**src/rtl/dvi_read_sequencer.sv**
```systemverilog
// DVI raster timing generator and display-read sequencer for the frame-buffer read FIFO.
// Optional underflow event counter is enabled by defining DVI_UNDERFLOW_CNT_EN.
module dvi_read_sequencer #(
  parameter int H_ACTIVE        = 640,
  parameter int H_FP            = 16,
  parameter int H_SYNC          = 96,
  parameter int H_BP            = 48,
  parameter int V_ACTIVE        = 480,
  parameter int V_FP            = 10,
  parameter int V_SYNC          = 2,
  parameter int V_BP            = 33,
  parameter int DATA_LAT        = 2,
  parameter int NEW_FRAME_WIDTH = 8,
  parameter int PREFILL_WORDS   = 256
) (
  input  logic        dvi_clk,
  input  logic        reset_n,
  input  logic        enable,
  input  logic [8:0]  fifo_rdusedw,
  input  logic        fifo_underflow,
  output logic        new_frame,
  output logic        read_init,
  output logic        read_rstn,
  output logic        hsync,
  output logic        vsync,
  output logic        de,
`ifdef DVI_UNDERFLOW_CNT_EN
  output logic [15:0] underflow_cnt,
`endif
  output logic [15:0] frame_cnt
);

  localparam int H_TOTAL = H_ACTIVE + H_FP + H_SYNC + H_BP;
  localparam int V_TOTAL = V_ACTIVE + V_FP + V_SYNC + V_BP;
  localparam int H_W     = $clog2(H_TOTAL);
  localparam int V_W     = $clog2(V_TOTAL);
  localparam int NF_W    = $clog2(NEW_FRAME_WIDTH + 1);

  localparam logic [H_W-1:0]  H_LAST    = H_W'(H_TOTAL - 1);
  localparam logic [V_W-1:0]  V_LAST    = V_W'(V_TOTAL - 1);
  localparam logic [H_W-1:0]  H_ACT     = H_W'(H_ACTIVE);
  localparam logic [V_W-1:0]  V_ACT     = V_W'(V_ACTIVE);
  localparam logic [H_W-1:0]  HS_START  = H_W'(H_ACTIVE + H_FP);
  localparam logic [H_W-1:0]  HS_END    = H_W'(H_ACTIVE + H_FP + H_SYNC);
  localparam logic [V_W-1:0]  VS_START  = V_W'(V_ACTIVE + V_FP);
  localparam logic [V_W-1:0]  VS_END    = V_W'(V_ACTIVE + V_FP + V_SYNC);
  localparam logic [NF_W-1:0] NF_LAST   = NF_W'(NEW_FRAME_WIDTH - 1);
  localparam logic [8:0]      PREFILL_L = 9'(PREFILL_WORDS);

  typedef enum logic [2:0] {IDLE, ARM, SYNC, PREFILL, RUN} state_t;

  logic [H_W-1:0]  h_cnt_reg, h_cnt_next;
  logic [V_W-1:0]  v_cnt_reg, v_cnt_next;
  logic            vblank_next, frame_start_next;
  logic            active, hs_low, vs_low;

  state_t          state_reg;
  logic [NF_W-1:0] pulse_cnt_reg;
  logic            new_frame_reg;
  logic            read_init_reg;
  logic [15:0]     frame_cnt_reg;

  // Each stage carries {read window, hsync, vsync}; stage 0 is read_rstn timing.
  logic [2:0]      tim_pipe_reg [0:DATA_LAT];

  always_comb begin
    h_cnt_next = h_cnt_reg + 1'b1;
    v_cnt_next = v_cnt_reg;
    if (h_cnt_reg == H_LAST) begin
      h_cnt_next = '0;
      v_cnt_next = (v_cnt_reg == V_LAST) ? '0 : v_cnt_reg + 1'b1;
    end
  end

  // FSM decisions look one cycle ahead so its registered outputs line up
  // with the counter position that triggered them.
  assign vblank_next      = (h_cnt_next == '0) && (v_cnt_next == V_ACT);
  assign frame_start_next = (h_cnt_next == '0) && (v_cnt_next == '0);

  assign active = (h_cnt_reg < H_ACT) && (v_cnt_reg < V_ACT);
  assign hs_low = (h_cnt_reg >= HS_START) && (h_cnt_reg < HS_END);
  assign vs_low = (v_cnt_reg >= VS_START) && (v_cnt_reg < VS_END);

  always_ff @(posedge dvi_clk) begin
    if (!reset_n) begin
      h_cnt_reg <= '0;
      v_cnt_reg <= '0;
    end else begin
      h_cnt_reg <= h_cnt_next;
      v_cnt_reg <= v_cnt_next;
    end
  end

  always_ff @(posedge dvi_clk) begin
    if (!reset_n) begin
      for (int i = 0; i <= DATA_LAT; i++) tim_pipe_reg[i] <= 3'b011;
    end else begin
      tim_pipe_reg[0] <= {active && read_init_reg, ~hs_low, ~vs_low};
      for (int i = 1; i <= DATA_LAT; i++) tim_pipe_reg[i] <= tim_pipe_reg[i-1];
    end
  end

  always_ff @(posedge dvi_clk) begin
    if (!reset_n) begin
      state_reg     <= IDLE;
      pulse_cnt_reg <= '0;
      new_frame_reg <= 1'b0;
      read_init_reg <= 1'b0;
      frame_cnt_reg <= '0;
    end else begin
      case (state_reg)
        IDLE: begin
          new_frame_reg <= 1'b0;
          read_init_reg <= 1'b0;
          if (enable) state_reg <= ARM;
        end
        ARM: begin
          if (!enable) begin
            state_reg <= IDLE;
          end else if (vblank_next) begin
            state_reg     <= SYNC;
            new_frame_reg <= 1'b1;
            pulse_cnt_reg <= '0;
          end
        end
        SYNC: begin
          if (!enable) begin
            state_reg     <= IDLE;
            new_frame_reg <= 1'b0;
          end else if (pulse_cnt_reg == NF_LAST) begin
            state_reg     <= PREFILL;
            new_frame_reg <= 1'b0;
          end else begin
            pulse_cnt_reg <= pulse_cnt_reg + 1'b1;
          end
        end
        PREFILL: begin
          if (!enable) begin
            state_reg <= IDLE;
          end else if ((fifo_rdusedw >= PREFILL_L) || frame_start_next) begin
            state_reg     <= RUN;
            read_init_reg <= 1'b1;
          end
        end
        RUN: begin
          if (new_frame_reg) begin
            if (pulse_cnt_reg == NF_LAST) new_frame_reg <= 1'b0;
            else                          pulse_cnt_reg <= pulse_cnt_reg + 1'b1;
          end
          // The frame has completed at vblank start whether or not we continue.
          if (vblank_next) begin
            frame_cnt_reg <= frame_cnt_reg + 1'b1;
            if (enable) begin
              new_frame_reg <= 1'b1;
              pulse_cnt_reg <= '0;
            end else begin
              state_reg     <= IDLE;
              read_init_reg <= 1'b0;
              new_frame_reg <= 1'b0;
            end
          end
        end
        default: begin
          state_reg     <= IDLE;
          new_frame_reg <= 1'b0;
          read_init_reg <= 1'b0;
        end
      endcase
    end
  end

`ifdef DVI_UNDERFLOW_CNT_EN
  logic [15:0] underflow_cnt_reg;

  always_ff @(posedge dvi_clk) begin
    if (!reset_n) begin
      underflow_cnt_reg <= '0;
    end else if ((state_reg == RUN) && fifo_underflow && (underflow_cnt_reg != 16'hFFFF)) begin
      underflow_cnt_reg <= underflow_cnt_reg + 1'b1;
    end
  end

  assign underflow_cnt = underflow_cnt_reg;
`else
  logic unused_underflow;
  assign unused_underflow = fifo_underflow;
`endif

  assign new_frame = new_frame_reg;
  assign read_init = read_init_reg;
  assign frame_cnt = frame_cnt_reg;
  assign read_rstn = tim_pipe_reg[0][2];
  assign de        = tim_pipe_reg[DATA_LAT][2];
  assign hsync     = tim_pipe_reg[DATA_LAT][1];
  assign vsync     = tim_pipe_reg[DATA_LAT][0];

endmodule

```
**config.mk**
```make
export PLATFORM = sky130hd
export DESIGN_NAME = dvi_read_sequencer
export DESIGN_NICKNAME = d
export VERILOG_FILES = /design/src/rtl/dvi_read_sequencer.sv
export SDC_FILE = /design/constraint.sdc
export NUM_CORES = 1
export LEC_CHECK = 0
export BUFFER_PORTS_ARGS = -buffer_cell sky130_fd_sc_hd__buf_2
export CAP_MARGIN = 25
export CORE_MARGIN = 2
export CORE_UTILIZATION = 35
export DETAILED_ROUTE_END_ITERATION = 7
export RECOVER_POWER = 100
export SLEW_MARGIN = 20
export SYNTH_ARGS = -nofsm -noshare
export SYNTH_HDL_FRONTEND = slang
export SYNTH_SLANG_ARGS = --single-unit
```
**constraint.sdc**
```tcl
create_clock -name dvi_clk -period 4.45 [get_ports dvi_clk]
set_input_delay 0.445 -clock dvi_clk [delete_from_list [all_inputs] [get_ports dvi_clk]]
set_output_delay 0.445 -clock dvi_clk [all_outputs]
set_load 0.005 [all_outputs]
```
# After elaboration in Yosys (flattened, before gate mapping)
# Memory sizes are Yosys's and may differ from the RTL's.
# Index checks and enable logic that the tools add are counted.
# op_classes
shifts	0
eq_ne	19
bitwise_logic	7
muxes	40
div	0
n_addsub	4
order_cmp	7
n_reduce_logical	17
n_mul	0
# ops
operator	count
2-to-1 mux 3 bit	12
2-to-1 mux 10 bit	3
2-to-1 mux 4 bit	7
adder 10 x 1 -> 10 bit, second input constant	2
== test 10 bit, second input constant	2
logical NOT 10 bit	2
less-than comparator 10 bit, second input constant	2
less-than comparator 10 x 9 -> 1 bit, second input constant	2
adder 16 x 1 -> 16 bit, second input constant	1
inequality test 2 bit, second input constant	8
case mux 3 bit (5 select lines)	1
2-to-1 mux 1 bit	14
case mux 4 bit (3 select lines)	1
== test 10 x 9 -> 1 bit, second input constant	1
>= comparator 10 bit, second input constant	1
>= comparator 10 x 9 -> 1 bit, second input constant	1
>= comparator 9 bit, second input constant	1
inequality test 3 bit, second input constant	3
AND reduction 4 bit	2
== test 3 x 2 -> 1 bit, second input constant	2
logical AND 1 bit	6
AND reduction 6 bit	1
AND reduction 5 bit	1
adder 4 x 1 -> 4 bit, second input constant	1
12 further kinds	17
# totals
wordCells	102
reg_bits	45
output_inout_bits	22
ramBits	9
in_bits	13
n_memories	1
latchBits	0
rom_bits	0
# memory_table
memory	depth	width	read_ports	rd_ports_with_merged_regs	write_ports	line_no	rtl
tim_pipe_reg	3	3	3	0	3	64	logic [2:0] tim_pipe_reg [0:DATA_LAT];

# Logic depth before layout (Yosys ltp)
# Gate-level depths: netlist of the first run.
# logic_depth
word_depth	9
mapped_depth	12
mapped_depth_nobuf	10

# Least setup slack after synthesis of the first run
# No wires, ideal clock.
# synth_path
kind	register to register
startpoint	reg v_cnt_reg[0]
endpoint	reg frame_cnt_reg[14], in the netlist frame_cnt[14]
arrival_ps	2928
path_stages_with_launch	11
setup_time_ps	70
slack_ps	1452
period_less_slack_ps	2998
t_required_ps	4380
n_path_buf	1
cell_sequence	dfxtp_1 -> clkbuf_1 -> inv_1 -> ha_1 -> nand2b_1 -> a31o_1 -> or4_4 -> nor4_4 -> nand3_2 -> or4_1 -> a21oi_1
# synth_via
elab_chain_cells	6
elab_cells_between_ends	7
cone_classes	add/sub (1); eq/ne (2); mux (2); reduce/logical (2)
# synth_lines
item	line_no	rtl
start, declared	53	logic [V_W-1:0] v_cnt_reg, v_cnt_next;
start signal, assigned	90	v_cnt_reg <= v_cnt_next;
adder 10 x 1 -> 10 bit / == test 10 bit (equally long branches)	71	v_cnt_next = (v_cnt_reg == V_LAST) ? '0 : v_cnt_reg + 1'b1;
2-to-1 mux 10 bit	71	
2-to-1 mux 10 bit (*)	69	if (h_cnt_reg == H_LAST) begin
== test 10 x 9 -> 1 bit (*)	77	assign vblank_next = (h_cnt_next == '0) && (v_cnt_next == V_ACT);
logical AND 1 bit (*)	77	
AND reduction 2 bit (no line) (*)	--	
end signal, assigned	152	frame_cnt_reg <= frame_cnt_reg + 1'b1;
end, declared	61	logic [15:0] frame_cnt_reg;
# Every way passes the cells marked *; elsewhere a longest branch is shown, timed or not.
# A chain may end at the register's enable or synchronous reset.

# Final worst setup path of the first run
# layout_path
startpoint	reg h_cnt_reg[0]
endpoint	reg frame_cnt_reg[14], in the netlist frame_cnt[14]
# layout_via
elab_chain_cells	5
elab_cells_between_ends	8
cone_classes	add/sub (1); eq/ne (2); mux (2); reduce/logical (3)
# layout_lines
item	line_no	rtl
start, declared	52	logic [H_W-1:0] h_cnt_reg, h_cnt_next;
start signal, assigned	89	h_cnt_reg <= h_cnt_next;
adder 10 x 1 -> 10 bit / == test 10 bit (equally long branches)	67, 69	
2-to-1 mux 10 bit	69	
logical NOT 10 bit / == test 10 x 9 -> 1 bit (equally long branches)	77	
logical AND 1 bit (*)	77	
AND reduction 2 bit (no line) (*)	--	
# Marked as above.

==> results of run 1 <==
## per-layer routing
layer	vias to the layer above	global-route usage, %	wire length, microns
li1	1362	-	-
met1	1239	19.7	3250
met2	48	22.0	2870
met3	9	2.23	229
met4	0	5.13	99
met5	-	0	0
## cell families after synthesis
| family | count (synthesis) | synth area share (%) |
|---|---|---|
| flip-flops | 54 | 35.3 |
| buffers and inverters | 30 | 4.70 |
| AND/OR/NAND/NOR | 178 | 33.9 |
| XOR/XNOR | 21 | 6.00 |
| AO/OA/AOI/OAI | 76 | 16.6 |
| adder cells (fa/ha/maj) | 6 | 2.45 |
| multiplexers | 3 | 1.02 |
## synthesized netlist by cell type, types with 2 or more instances
master / count / area share (%)
nor3_1: 10 / 1.6
o22ai_1: 3 / 0.61
nand3_1: 19 / 3.1
a31oi_1: 5 / 1.0
o211ai_1: 4 / 0.98
buf_6: 3 / 1.1
nand2_1: 31 / 3.8
a32oi_1: 2 / 0.57
nor2b_1: 3 / 0.61
or4_1: 2 / 0.49
dfxtp_1: 54 / 35
o21a_1: 6 / 1.5
xnor2_1: 7 / 2.0
nor4_1: 3 / 0.61
xor2_1: 14 / 4.0
a21boi_0: 2 / 0.49
buf_2: 4 / 0.65
a21oi_1: 16 / 2.6
ha_1: 6 / 2.4
nand4b_1: 2 / 0.57
o21ai_0: 15 / 2.4
and2_1: 8 / 1.6
nand4_1: 14 / 2.9
and3b_1: 2 / 0.57
nor2_1: 38 / 4.7
and4_1: 4 / 1.1
nand2b_1: 9 / 1.8
clkbuf_1: 14 / 1.7
inv_1: 8 / 0.98
a211oi_1: 6 / 1.5
mux2i_1: 2 / 0.65
and3_1: 8 / 1.6
a21o_1: 3 / 0.73
or3_1: 8 / 1.6
nand3b_1: 2 / 0.49
o31ai_1: 3 / 0.73
## report_power, final
part	switching, W	leakage [nW]	internal (W)
sequential	0.00000781	0.436	0.000488
clock	0.000164	0.0714	0.000240
combinational	0.0000210	0.725	0.0000107
total	0.000193	1.23	0.000738
## layout by cell type (no fill, tap or decap), drive strengths merged, types with 3 or more instances in the layout
cell type	count
nor3	11
and2	8
dfxtp	54
nand2	31
a211oi	6
nor2	38
and4	4
or3	8
nand3b	3
o21a	6
buf	22
or4	3
o31ai	3
a21o	3
inv	8
nand2b	9
a21oi	16
o21ai	15
a31oi	5
nand3	21
nor4	5
nand4	15
xnor2	7
and3	8
ha	6
clkbuf	12
nor2b	3
o211ai	4
xor2	14
o22ai	3
## how the worst min path moves through the flow
stage	start	endpoint	slack [ns]	depth (start not counted)
after floorplan	tim_pipe_reg[0][0]$_SDFF_PN1_	tim_pipe_reg[0][3]$_SDFF_PN1_	0.39	1
after global placement	tim_pipe_reg[0][3]$_SDFF_PN1_	tim_pipe_reg[0][6]$_SDFF_PN1_	0.39	1
after detailed placement	tim_pipe_reg[0][3]$_SDFF_PN1_	tim_pipe_reg[0][6]$_SDFF_PN1_	0.39	1
after CTS	tim_pipe_reg[0][3]$_SDFF_PN1_	tim_pipe_reg[0][6]$_SDFF_PN1_	0.41	1
after global routing	tim_pipe_reg[0][1]$_SDFF_PN1_	tim_pipe_reg[0][4]$_SDFF_PN1_	0.43	1
final	tim_pipe_reg[0][0]$_SDFF_PN1_	tim_pipe_reg[0][3]$_SDFF_PN1_	0.41	1
## metrics by stage
step	instance area [sq um]	util, %	hold WS (ns)	instances	total power (W)
5_1_grt	3310	38.5	0.426	490	0.000969
6_report	3310	38.5	0.411	490	0.000931
2_1_floorplan	3060	-	0.386	368	0.000529
4_1_cts	3370	39.2	0.414	489	0.000944
3_5_place_dp	3230	37.5	0.391	481	0.000539
3_3_place_gp	3230	37.5	0.390	481	0.000538
## final cells by class
class / instances / share of cell area (%)
multi-input combinational: 284 / 53.9
sequential: 54 / 32.6
timing repair buffer: 28 / 4.16
tap: 108 / 4.08
clock buffer: 6 / 2.49
clock inverter: 2 / 1.81
inverter: 8 / 0.907
==> results.txt, run 1 <==
----------------------------------------------------
[Clocking]
  Max Buffers Root-to-Sink ... 2
  Post CTS Setup Buffer Count ... 0
  Clock tree from TritonCTS ... built
  CTS sink cnt ... 54
  Number of cells upsized or downsized after cts ... 0
  Clock Latency Late Sink ... 0.31 ns
  Total of hold buffers inserted after clock tree synthesis ... 0
  Clock-pin slew on the worst setup and hold paths ... 0.10 ns
  Clock buffers created by TritonCTS ... 5
  Buffer type at the clock tree root ... clkbuf_8
  H-tree level count ... 2

[Detailed routing]
  Average routed wire per standard cell ... 13.2 microns
  Total vias in the final route ... 2658
  Routed vias/inst ... 5.42
  Final routed wirelength across all metal layers ... 6450 microns
  Remaining antenna violation count ... 0
  Number of optimization iterations in the first detailed-route pass ... 4
  Number of remaining DRC errors ... 0
  Initial detailed-routing violation count ... 164

[Final layout]
  Final net count ... 400
  Register area ... 1080 sq um
  Area growth from synthesis to layout ... 8.09%
  Diode count ... 0
  Share of cells above drive strength 1 ... 10.2%
  Fillers ... 905
  Number of flip-flops under the largest register name ... 16
  Multi-input gate area ... 1790 sq um

[Critical path]
  Crit start category ... flip-flop
  Crit path depth ... 10
  Critical path launch point ... h_cnt_reg[0]$_SDFF_PN0_
  Maximum fanout along the worst path ... 11
  Buffers and inverters on the worst path ... 1
  Worst R2R Path Depth ... 10
  Data required time of the worst path ... 4.69 ns
  Slack of the worst reg-to-reg path ... 0.83 ns
  CP Capture Type ... flip-flop
  Endpoint of the worst register-to-register path ... frame_cnt[14]$_SDFFE_PN0P_
  Max stage delay on crit path ... 0.65 ns
  Worst reg2reg path startpoint ... h_cnt_reg[0]$_SDFF_PN0_
  CP max stage cell ... or4_1
  Crit path kind ... flip-flop to flip-flop
  Top delay family on crit path ... simple AND/OR/NAND/NOR gates
  Critical path cell sequence ... ha_1, nand4_1, nor3_1, a31oi_1, or4_1, nor4_1, buf_4, nand3_1, or4_1, a21oi_1
  Worst path most repeated cell ... or4_1
  Data arrival time of the critical path ... 3.86 ns
  Capturing element of the worst setup path ... frame_cnt[14]$_SDFFE_PN0P_

[STA]
  Clock Skews ... 0.00744 ns
  Final number of setup-violating endpoints ... 0
  Worst relative slew slack ... 28.3%
  Slew Limit Fails ... 0
  Minimum clock period ... 3.62 ns
  Peak Freq ... 277 MHz
  Final-report hold violation count ... 0
  Period utilisation layout ... 81.2%
  Total negative slack for setup checks ... 0 ns
  Unrepaired setup endpoints after global routing ... false
  Transition at the pin with the smallest max-transition slack ... 1.08 ns
  Setup ws final ... 0.835 ns

[GRT]
  Via count of the first global-routing pass ... 2320
  Grt total ovfl ... 0
  Global Route Usage Sum ... 14.1%
  Global-route wire length before repair ... 11300 microns
  Maximum number of pins on one net before global-route repair ... 33
  Antenna violations before repair ... 0

[Hold path]
  Class of the most critical hold timing path ... flip-flop to flip-flop

[Logic synthesis]
  Sequential element share of the synthesized area ... 35.3%
  Number of enable-type register cells in the synthesized netlist ... 0
  Synthesized instance count ... 368
  Leading register cell type out of synthesis ... dfxtp_1
  Syn Area/Cell ... 8.33 sq um
  Proportion of synthesized flip-flops having asynchronous set or reset ... 0%
  Synthesis Warnings ... 0
  Syn Std Cell Area ... 3060 sq um
  Number of library cell types mapped by synthesis ... 64
  Number of storage elements in the synthesis netlist ... 54
  Synthesized Nets ... 387

[Die]
  Floorplan die width ... 97.6 microns
  Vertical extent of the die ... 97.6 microns
  Placement row count ... 34
  Initial cell density of the core ... 35.7%
  Core Box Area ... 8590 sq um
  Total I/O pin count ... 35
  Area enclosed by the die boundary ... 9520 sq um

[Placed design]
  Gpl congestion ... 0.906
  Worst slack at placement ... 1.13 ns
  Port bufs ... 25
  Total half-perimeter wirelength after legalization and detailed placement ... 4580 microns

[Power]
  Leakage power of the design ... 1.23 nW
  Pwr dens ... 281 nW/um^2
  VDD IR-drop max ... 148 uV

[Job]
  MaxCap Viol Count ... 0

[Status]
  Status ... complete, no violations

----------------------------------------------------
Power figures use the tool's default switching activity.
==> run 2, diff against run 1 <==
==> constraint.sdc (replaced) <==
create_clock -name dvi_clk -period 3.49 [get_ports dvi_clk]
set_input_delay 0.349 -clock dvi_clk [delete_from_list [all_inputs] [get_ports dvi_clk]]
set_output_delay 0.349 -clock dvi_clk [all_outputs]
set_load 0.005 [all_outputs]
==> results.txt, run 2 (synthesis gave the netlist of run 1 again) <==
----------------------------------------------------
[Power]
  Design internal power ... 0.000782 W (was 0.000738 W)
  Proportion of power drawn by combinational gates ... 4.1% (was 3.4%)
  Reported net switching power ... 0.000258 W (was 0.000193 W)
  Pwr dens ... 310 nW/um^2 (was 281 nW/um^2)
  Flop pwr share ... 60.8% (was 53.2%)
  VDD IR-drop max ... 162 uV (was 148 uV)
  Leakage power of the design ... 1.27 nW (was 1.23 nW)
  Switching share of power ... 24.8% (was 20.7%)
  Share of total power in the clock network ... 35.1% (was 43.4%)

[STA]
  Transition at the pin with the smallest max-transition slack ... 0.993 ns (was 1.08 ns)
  Minimum clock period ... 3.16 ns (was 3.62 ns)
  Worst relative slew slack ... 33.8% (was 28.3%)
  Final-report hold violation count ... 0 (unchanged)
  Slew Limit Fails ... 0 (unchanged)
  Peak Freq ... 317 MHz (was 277 MHz)
  Clock Skews ... 0.0126 ns (was 0.00744 ns)
  Total negative slack for setup checks ... 0 ns (unchanged)
  Final number of setup-violating endpoints ... 0 (unchanged)
  Setup ws final ... 0.335 ns (was 0.835 ns)
  Unrepaired setup endpoints after global routing ... false (unchanged)
  Period utilisation layout ... 90.4% (was 81.2%)

[Final layout]
  Register area ... 1080 sq um (unchanged)
  Diode count ... 0 (unchanged)
  Final net count ... 406 (was 400)
  Share of cells above drive strength 1 ... 13.7% (was 10.2%)
  Most common cell after layout, fill and taps aside ... dfxtp_1 (unchanged)
  Area growth from synthesis to layout ... 9.64% (was 8.09%)
  Number of flip-flops under the largest register name ... 16 (unchanged)
  Fillers ... 896 (was 905)
  Commonest cells after routing, fill and taps aside ... dfxtp_1 (54), nor2_1 (38), nand2_1 (31) (unchanged)
  Multi-input gate area ... 1840 sq um (was 1790 sq um)

[Hold path]
  Depth of the worst hold-timing path ... 1 (unchanged)
  End point of the worst hold path ... tim_pipe_reg[0][7]$_SDFF_PN1_ (was tim_pipe_reg[0][3]$_SDFF_PN1_)
  Class of the most critical hold timing path ... flip-flop to flip-flop (unchanged)
  Launch point of the worst hold path ... tim_pipe_reg[0][4]$_SDFF_PN1_ (was tim_pipe_reg[0][0]$_SDFF_PN1_)

[Detailed routing]
  Initial detailed-routing violation count ... 196 (was 164)
  Total vias in the final route ... 2670 (was 2658)
  Remaining antenna violation count ... 0 (unchanged)
  Number of remaining DRC errors ... 0 (unchanged)
  Average routed wire per standard cell ... 13.2 microns (about the same)
  Routed vias/inst ... 5.38 (was 5.42)
  Final routed wirelength across all metal layers ... 6540 microns (was 6450 microns)
  Number of optimization iterations in the first detailed-route pass ... 5 (was 4)

[Die]
  Core Box Area ... 8590 sq um (unchanged)
  Area enclosed by the die boundary ... 9520 sq um (unchanged)
  Vertical extent of the die ... 97.6 microns (unchanged)
  Initial cell density of the core ... 35.7% (unchanged)
  Floorplan die width ... 97.6 microns (unchanged)
  Placement row count ... 34 (unchanged)
  Total I/O pin count ... 35 (unchanged)

[GRT]
  Via count of the first global-routing pass ... 2347 (was 2320)
  Maximum number of pins on one net before global-route repair ... 33 (unchanged)
  GR Layer Usage met1 ... 18.4% (was 19.7%)
  Met3 GRT Util ... 2.01% (was 2.23%)
  Grt total ovfl ... 0 (unchanged)
  Most crowded layer after global routing ... met2 (unchanged)
  Global Route Usage Sum ... 13.6% (was 14.1%)
  Global-route wire length before repair ... 11100 microns (was 11300 microns)
  Met2 global-route usage ... 22.4% (was 22.0%)
  Antenna violations before repair ... 0 (unchanged)

[Critical path]
  Crit path kind ... flip-flop to flip-flop (unchanged)
  Worst R2R Path Depth ... 10 (unchanged)
  Endpoint of the worst register-to-register path ... frame_cnt[8]$_SDFFE_PN0P_ (was frame_cnt[14]$_SDFFE_PN0P_)
  Crit start category ... flip-flop (unchanged)
  CP Capture Type ... flip-flop (unchanged)
  Critical path launch point ... h_cnt_reg[0]$_SDFF_PN0_ (unchanged)
  Data required time of the worst path ... 3.71 ns (was 4.69 ns)
  Data arrival time of the critical path ... 3.37 ns (was 3.86 ns)
  Maximum fanout along the worst path ... 10 (was 11)
  Slack of the worst reg-to-reg path ... 0.33 ns (was 0.83 ns)
  Worst reg2reg path startpoint ... h_cnt_reg[0]$_SDFF_PN0_ (unchanged)

[Clocking]
  Total of hold buffers inserted after clock tree synthesis ... 0 (unchanged)
  Clock-pin slew on the worst setup and hold paths ... 0.10 ns (about the same)
  Max Buffers Root-to-Sink ... 2 (unchanged)
  Clock Latency Late Sink ... 0.32 ns (was 0.31 ns)
  H-tree level count ... 2 (unchanged)
  Post CTS Setup Buffer Count ... 0 (unchanged)
  Clock tree from TritonCTS ... built (unchanged)
  CTS sink cnt ... 54 (unchanged)
  Clock buffers created by TritonCTS ... 5 (unchanged)
  Buffer type at the clock tree root ... clkbuf_8 (unchanged)
  Number of cells upsized or downsized after cts ... 0 (unchanged)

[Placed design]
  Total half-perimeter wirelength after legalization and detailed placement ... 4710 microns (was 4580 microns)
  Port bufs ... 25 (unchanged)
  Worst slack at placement ... 0.281 ns (was 1.13 ns)
  Gpl congestion ... 0.890 (was 0.906)

[Status]
  Status ... complete, no violations (unchanged)

[Job]
  MaxCap Viol Count ... 0 (unchanged)

----------------------------------------------------
==> run 2: area by class of cell <==
cell class	instances	area share (%)
Sequential cell	54	32.2
Tap cell	108	4.02
Clock inverter	3	0.745
Clock buffer	5	2.05
Multi-Input combinational cell	284	54.7
Timing Repair Buffer	34	5.44
Inverter	8	0.894
==> run 2: how the worst max path moves through the flow <==
stage | slack [ns] | cells past startpoint | end
after global placement | 0.34 | 11 | frame_cnt[6]$_SDFFE_PN0P_
after floorplan | 0.49 | 10 | frame_cnt[14]$_SDFFE_PN0P_
after detailed placement | 0.28 | 10 | frame_cnt[8]$_SDFFE_PN0P_
after CTS | 0.27 | 10 | frame_cnt[8]$_SDFFE_PN0P_
after global routing | 0.06 | 11 | frame_cnt[8]$_SDFFE_PN0P_
final | 0.33 | 10 | frame_cnt[8]$_SDFFE_PN0P_
==> run 2: power groups by stage <==
stage	clock network, W	registers [W]	logic (W)
final	0.000365	0.000632	0.0000428
after global routing	0.000406	0.000634	0.0000482
after CTS	0.000385	0.000632	0.0000438
after detailed placement	0	0.000646	0.0000435
after global placement	0	0.000646	0.0000431
after floorplan	0	0.000643	0.0000317
==> run 2: metal layers <==
layer	part of all wire, %	vias up
li1	-	1368
met1	49	1252
met2	47	43
met3	3.0	7
met4	1.4	0
met5	0	-
==> run 2: worst max-delay path: stages (launching register included) <==
cell	delay, ns
dfxtp_1	0.42
ha_2	0.27
nand4_1	0.26
nor3_4	0.29
a31oi_1	0.08
or4_4	0.60
nor4_4	0.33
buf_4	0.25
nand4_2	0.18
o21a_1	0.21
o21a_1	0.17
==> run 2: through the flow <==
| step | hold WS [ns] | utilization, % | total power, W | cell area, sq um | std cells |
|---|---|---|---|---|---|
| after floorplan | 0.386 | - | 0.000675 | 3060 | 368 |
| after global placement | 0.389 | 38.1 | 0.000689 | 3270 | 487 |
| after detailed placement | 0.394 | 38.1 | 0.000690 | 3270 | 487 |
| after CTS | 0.418 | 39.2 | 0.00106 | 3360 | 495 |
| after global routing | 0.427 | 39.1 | 0.00109 | 3360 | 496 |
| final | 0.413 | 39.1 | 0.00104 | 3360 | 496 |
==> run 3, diff against run 2 <==
--- a/config.mk
+++ b/config.mk
@@ -7,9 +7,11 @@
 export LEC_CHECK = 0
 export BUFFER_PORTS_ARGS = -buffer_cell sky130_fd_sc_hd__buf_2
 export CAP_MARGIN = 25
+export CORE_ASPECT_RATIO = 0.8
 export CORE_MARGIN = 2
 export CORE_UTILIZATION = 35
 export DETAILED_ROUTE_END_ITERATION = 7
+export PLACE_DENSITY = 0.63
 export RECOVER_POWER = 100
 export SLEW_MARGIN = 20
 export SYNTH_ARGS = -nofsm -noshare
==> constraint.sdc (replaced) <==
create_clock -name dvi_clk -period 3.49 [get_ports dvi_clk]
set_input_delay 0.349 -clock dvi_clk [delete_from_list [all_inputs] [get_ports dvi_clk]]
set_output_delay 0.349 -clock dvi_clk [all_outputs]
set_load 0.02 [all_outputs]
==> results.txt, run 3 (synthesis gave the netlist of run 1 again) <==
----------------------------------------------------
[Status]
  Status ... complete, no violations (unchanged)

[Critical path]
  Crit path kind ... flip-flop to flip-flop (unchanged)
  Worst R2R Path Depth ... 10 (unchanged)
  Crit start category ... flip-flop (unchanged)
  Maximum fanout along the worst path ... 10 (unchanged)
  Data required time of the worst path ... 3.69 ns (was 3.71 ns)
  CP Capture Type ... flip-flop (unchanged)
  Data arrival time of the critical path ... 3.43 ns (was 3.37 ns)

[Placed design]
  Total half-perimeter wirelength after legalization and detailed placement ... 5030 microns (was 4710 microns)
  Placed cell area ... 3290 sq um (was 3270 sq um)
  Placed cell count ... 493 (was 487)
  Port bufs ... 25 (unchanged)
  Gpl congestion ... 0.915 (was 0.890)

[Clocking]
  H-tree level count ... 2 (unchanged)
  Total of hold buffers inserted after clock tree synthesis ... 0 (unchanged)
  Buffer type at the clock tree root ... clkbuf_8 (unchanged)
  Post CTS Setup Buffer Count ... 0 (unchanged)
  Number of cells upsized or downsized after cts ... 0 (unchanged)
  Max Buffers Root-to-Sink ... 2 (unchanged)
  CTS sink cnt ... 54 (unchanged)
  Clock-pin slew on the worst setup and hold paths ... 0.10 ns (about the same)
  Clock tree from TritonCTS ... built (unchanged)
  Clock buffers created by TritonCTS ... 5 (unchanged)
  Clock Latency Late Sink ... 0.30 ns (was 0.32 ns)

[Final layout]
  Share of cells above drive strength 1 ... 7.46% (was 13.7%)
  Util after Layout ... 39.3% (was 39.1%)
  Final net count ... 407 (was 406)
  Number of flip-flops under the largest register name ... 16 (unchanged)
  Area growth from synthesis to layout ... 8.70% (was 9.64%)
  Most common cell after layout, fill and taps aside ... dfxtp_1 (unchanged)
  Final standard cell count with taps included and fillers excluded ... 501 (was 496)
  Diode count ... 0 (unchanged)
  Fin area ... 3330 sq um (was 3360 sq um)
  Commonest cells after routing, fill and taps aside ... dfxtp_1 (54), nor2_1 (38), nand2_1 (31) (unchanged)

[Power]
  Flop pwr share ... 61.4% (was 60.8%)
  VDD IR-drop max ... 175 uV (was 162 uV)
  Proportion of power drawn by combinational gates ... 4.0% (was 4.1%)
  Share of total power in the clock network ... 34.6% (was 35.1%)
  Pwr dens ... 309 nW/um^2 (was 310 nW/um^2)
  Leakage power of the design ... 1.19 nW (was 1.27 nW)
  Switching share of power ... 22.8% (was 24.8%)
  Reported net switching power ... 0.000235 W (was 0.000258 W)
  Design internal power ... 0.000795 W (was 0.000782 W)
  Overall power ... 0.00103 W (was 0.00104 W)

[STA]
  Peak Freq ... 310 MHz (was 317 MHz)
  Period utilisation layout ... 92.5% (was 90.4%)
  Clock Skews ... 0.00613 ns (was 0.0126 ns)
  Unrepaired setup endpoints after global routing ... false (unchanged)
  Final-report hold violation count ... 0 (unchanged)
  Worst relative slew slack ... 36.8% (was 33.8%)
  Transition at the pin with the smallest max-transition slack ... 0.948 ns (was 0.993 ns)
  Minimum clock period ... 3.23 ns (was 3.16 ns)
  Final number of setup-violating endpoints ... 0 (unchanged)
  Slew Limit Fails ... 0 (unchanged)
  Total negative slack for setup checks ... 0 ns (unchanged)

[GRT]
  Maximum number of pins on one net before global-route repair ... 25 (was 33)
  Global-route wire length before repair ... 11300 microns (was 11100 microns)
  Grt total ovfl ... 0 (unchanged)
  Via count of the first global-routing pass ... 2410 (was 2347)
  Antenna violations before repair ... 0 (unchanged)
  Global Route Usage Sum ... 14.6% (was 13.6%)

[Detailed routing]
  Total vias in the final route ... 2677 (was 2670)
  Initial detailed-routing violation count ... 177 (was 196)
  Average routed wire per standard cell ... 13.6 microns (was 13.2 microns)
  Routed vias/inst ... 5.34 (was 5.38)
  Remaining antenna violation count ... 0 (unchanged)
  Number of remaining DRC errors ... 0 (unchanged)
  Final routed wirelength across all metal layers ... 6840 microns (was 6540 microns)
  Number of optimization iterations in the first detailed-route pass ... 4 (was 5)

[Die]
  Placement row count ... 30 (was 34)
  Initial cell density of the core ... 36.1% (was 35.7%)
  Core Box Area ... 8480 sq um (was 8590 sq um)
  Floorplan die width ... 109 microns (was 97.6 microns)
  Area enclosed by the die boundary ... 9520 sq um (about the same)
  Vertical extent of the die ... 87.7 microns (was 97.6 microns)
  Total I/O pin count ... 35 (unchanged)

[Hold path]
  Depth of the worst hold-timing path ... 1 (unchanged)
  Class of the most critical hold timing path ... flip-flop to flip-flop (unchanged)

[Job]
  MaxCap Viol Count ... 0 (unchanged)

----------------------------------------------------
run 3: metrics by stage:
stage	setup slack, ns	hold WS, ns
after floorplan	0.484	0.386
after global routing	0.0556	0.434
after detailed placement	0.262	0.392
after CTS	0.247	0.415
final	0.260	0.413
after global placement	0.287	0.391
run 3: worst paths after layout:
check | start | end | slack, ns
worst max register to register | h_cnt_reg[0]$_SDFF_PN0_ | frame_cnt[6]$_SDFFE_PN0P_ | 0.26
worst min register to register | tim_pipe_reg[0][4]$_SDFF_PN1_ | tim_pipe_reg[0][7]$_SDFF_PN1_ | 0.41
worst min-delay path | tim_pipe_reg[0][4]$_SDFF_PN1_ | tim_pipe_reg[0][7]$_SDFF_PN1_ | 0.41
worst max-delay path | h_cnt_reg[0]$_SDFF_PN0_ | frame_cnt[6]$_SDFFE_PN0P_ | 0.26
run 3: area by class of cell:
type	instances	area, sq um
clock inverter	2	12.5
timing repair buffer	35	160
fill	916	5150
clock buffer	6	82.6
multi-input combinational	284	1820
inverter	8	30.0
tap	112	140
sequential	54	1080
run 3: critical path, stage by stage (launching register included):
cell and delay (ns):
dfxtp_1 0.40, ha_1 0.30, nand4_1 0.25, nor3_4 0.26, a31oi_1 0.06, or4_1 0.68, nor4_4 0.35, buf_4 0.24
nand4_2 0.19, o21a_1 0.22, o21a_1 0.17
run 3: power groups by stage:
stage	clock, W	combinational (W)	sequential, W
2_1_floorplan	0	0.0000317	0.000643
3_3_place_gp	0	0.0000422	0.000646
3_5_place_dp	0	0.0000430	0.000646
4_1_cts	0.000378	0.0000434	0.000632
5_1_grt	0.000400	0.0000464	0.000634
6_report	0.000356	0.0000412	0.000632
run 3: layer usage:
layer / vias up / wire [microns] / GRT usage, %
li1: 1377 / - / -
met1: 1252 / 3750 / 22.5
met2: 44 / 2750 / 21.0
met3: 4 / 304 / 3.05
met4: 0 / 30 / 2.45
met5: - / 0 / 0
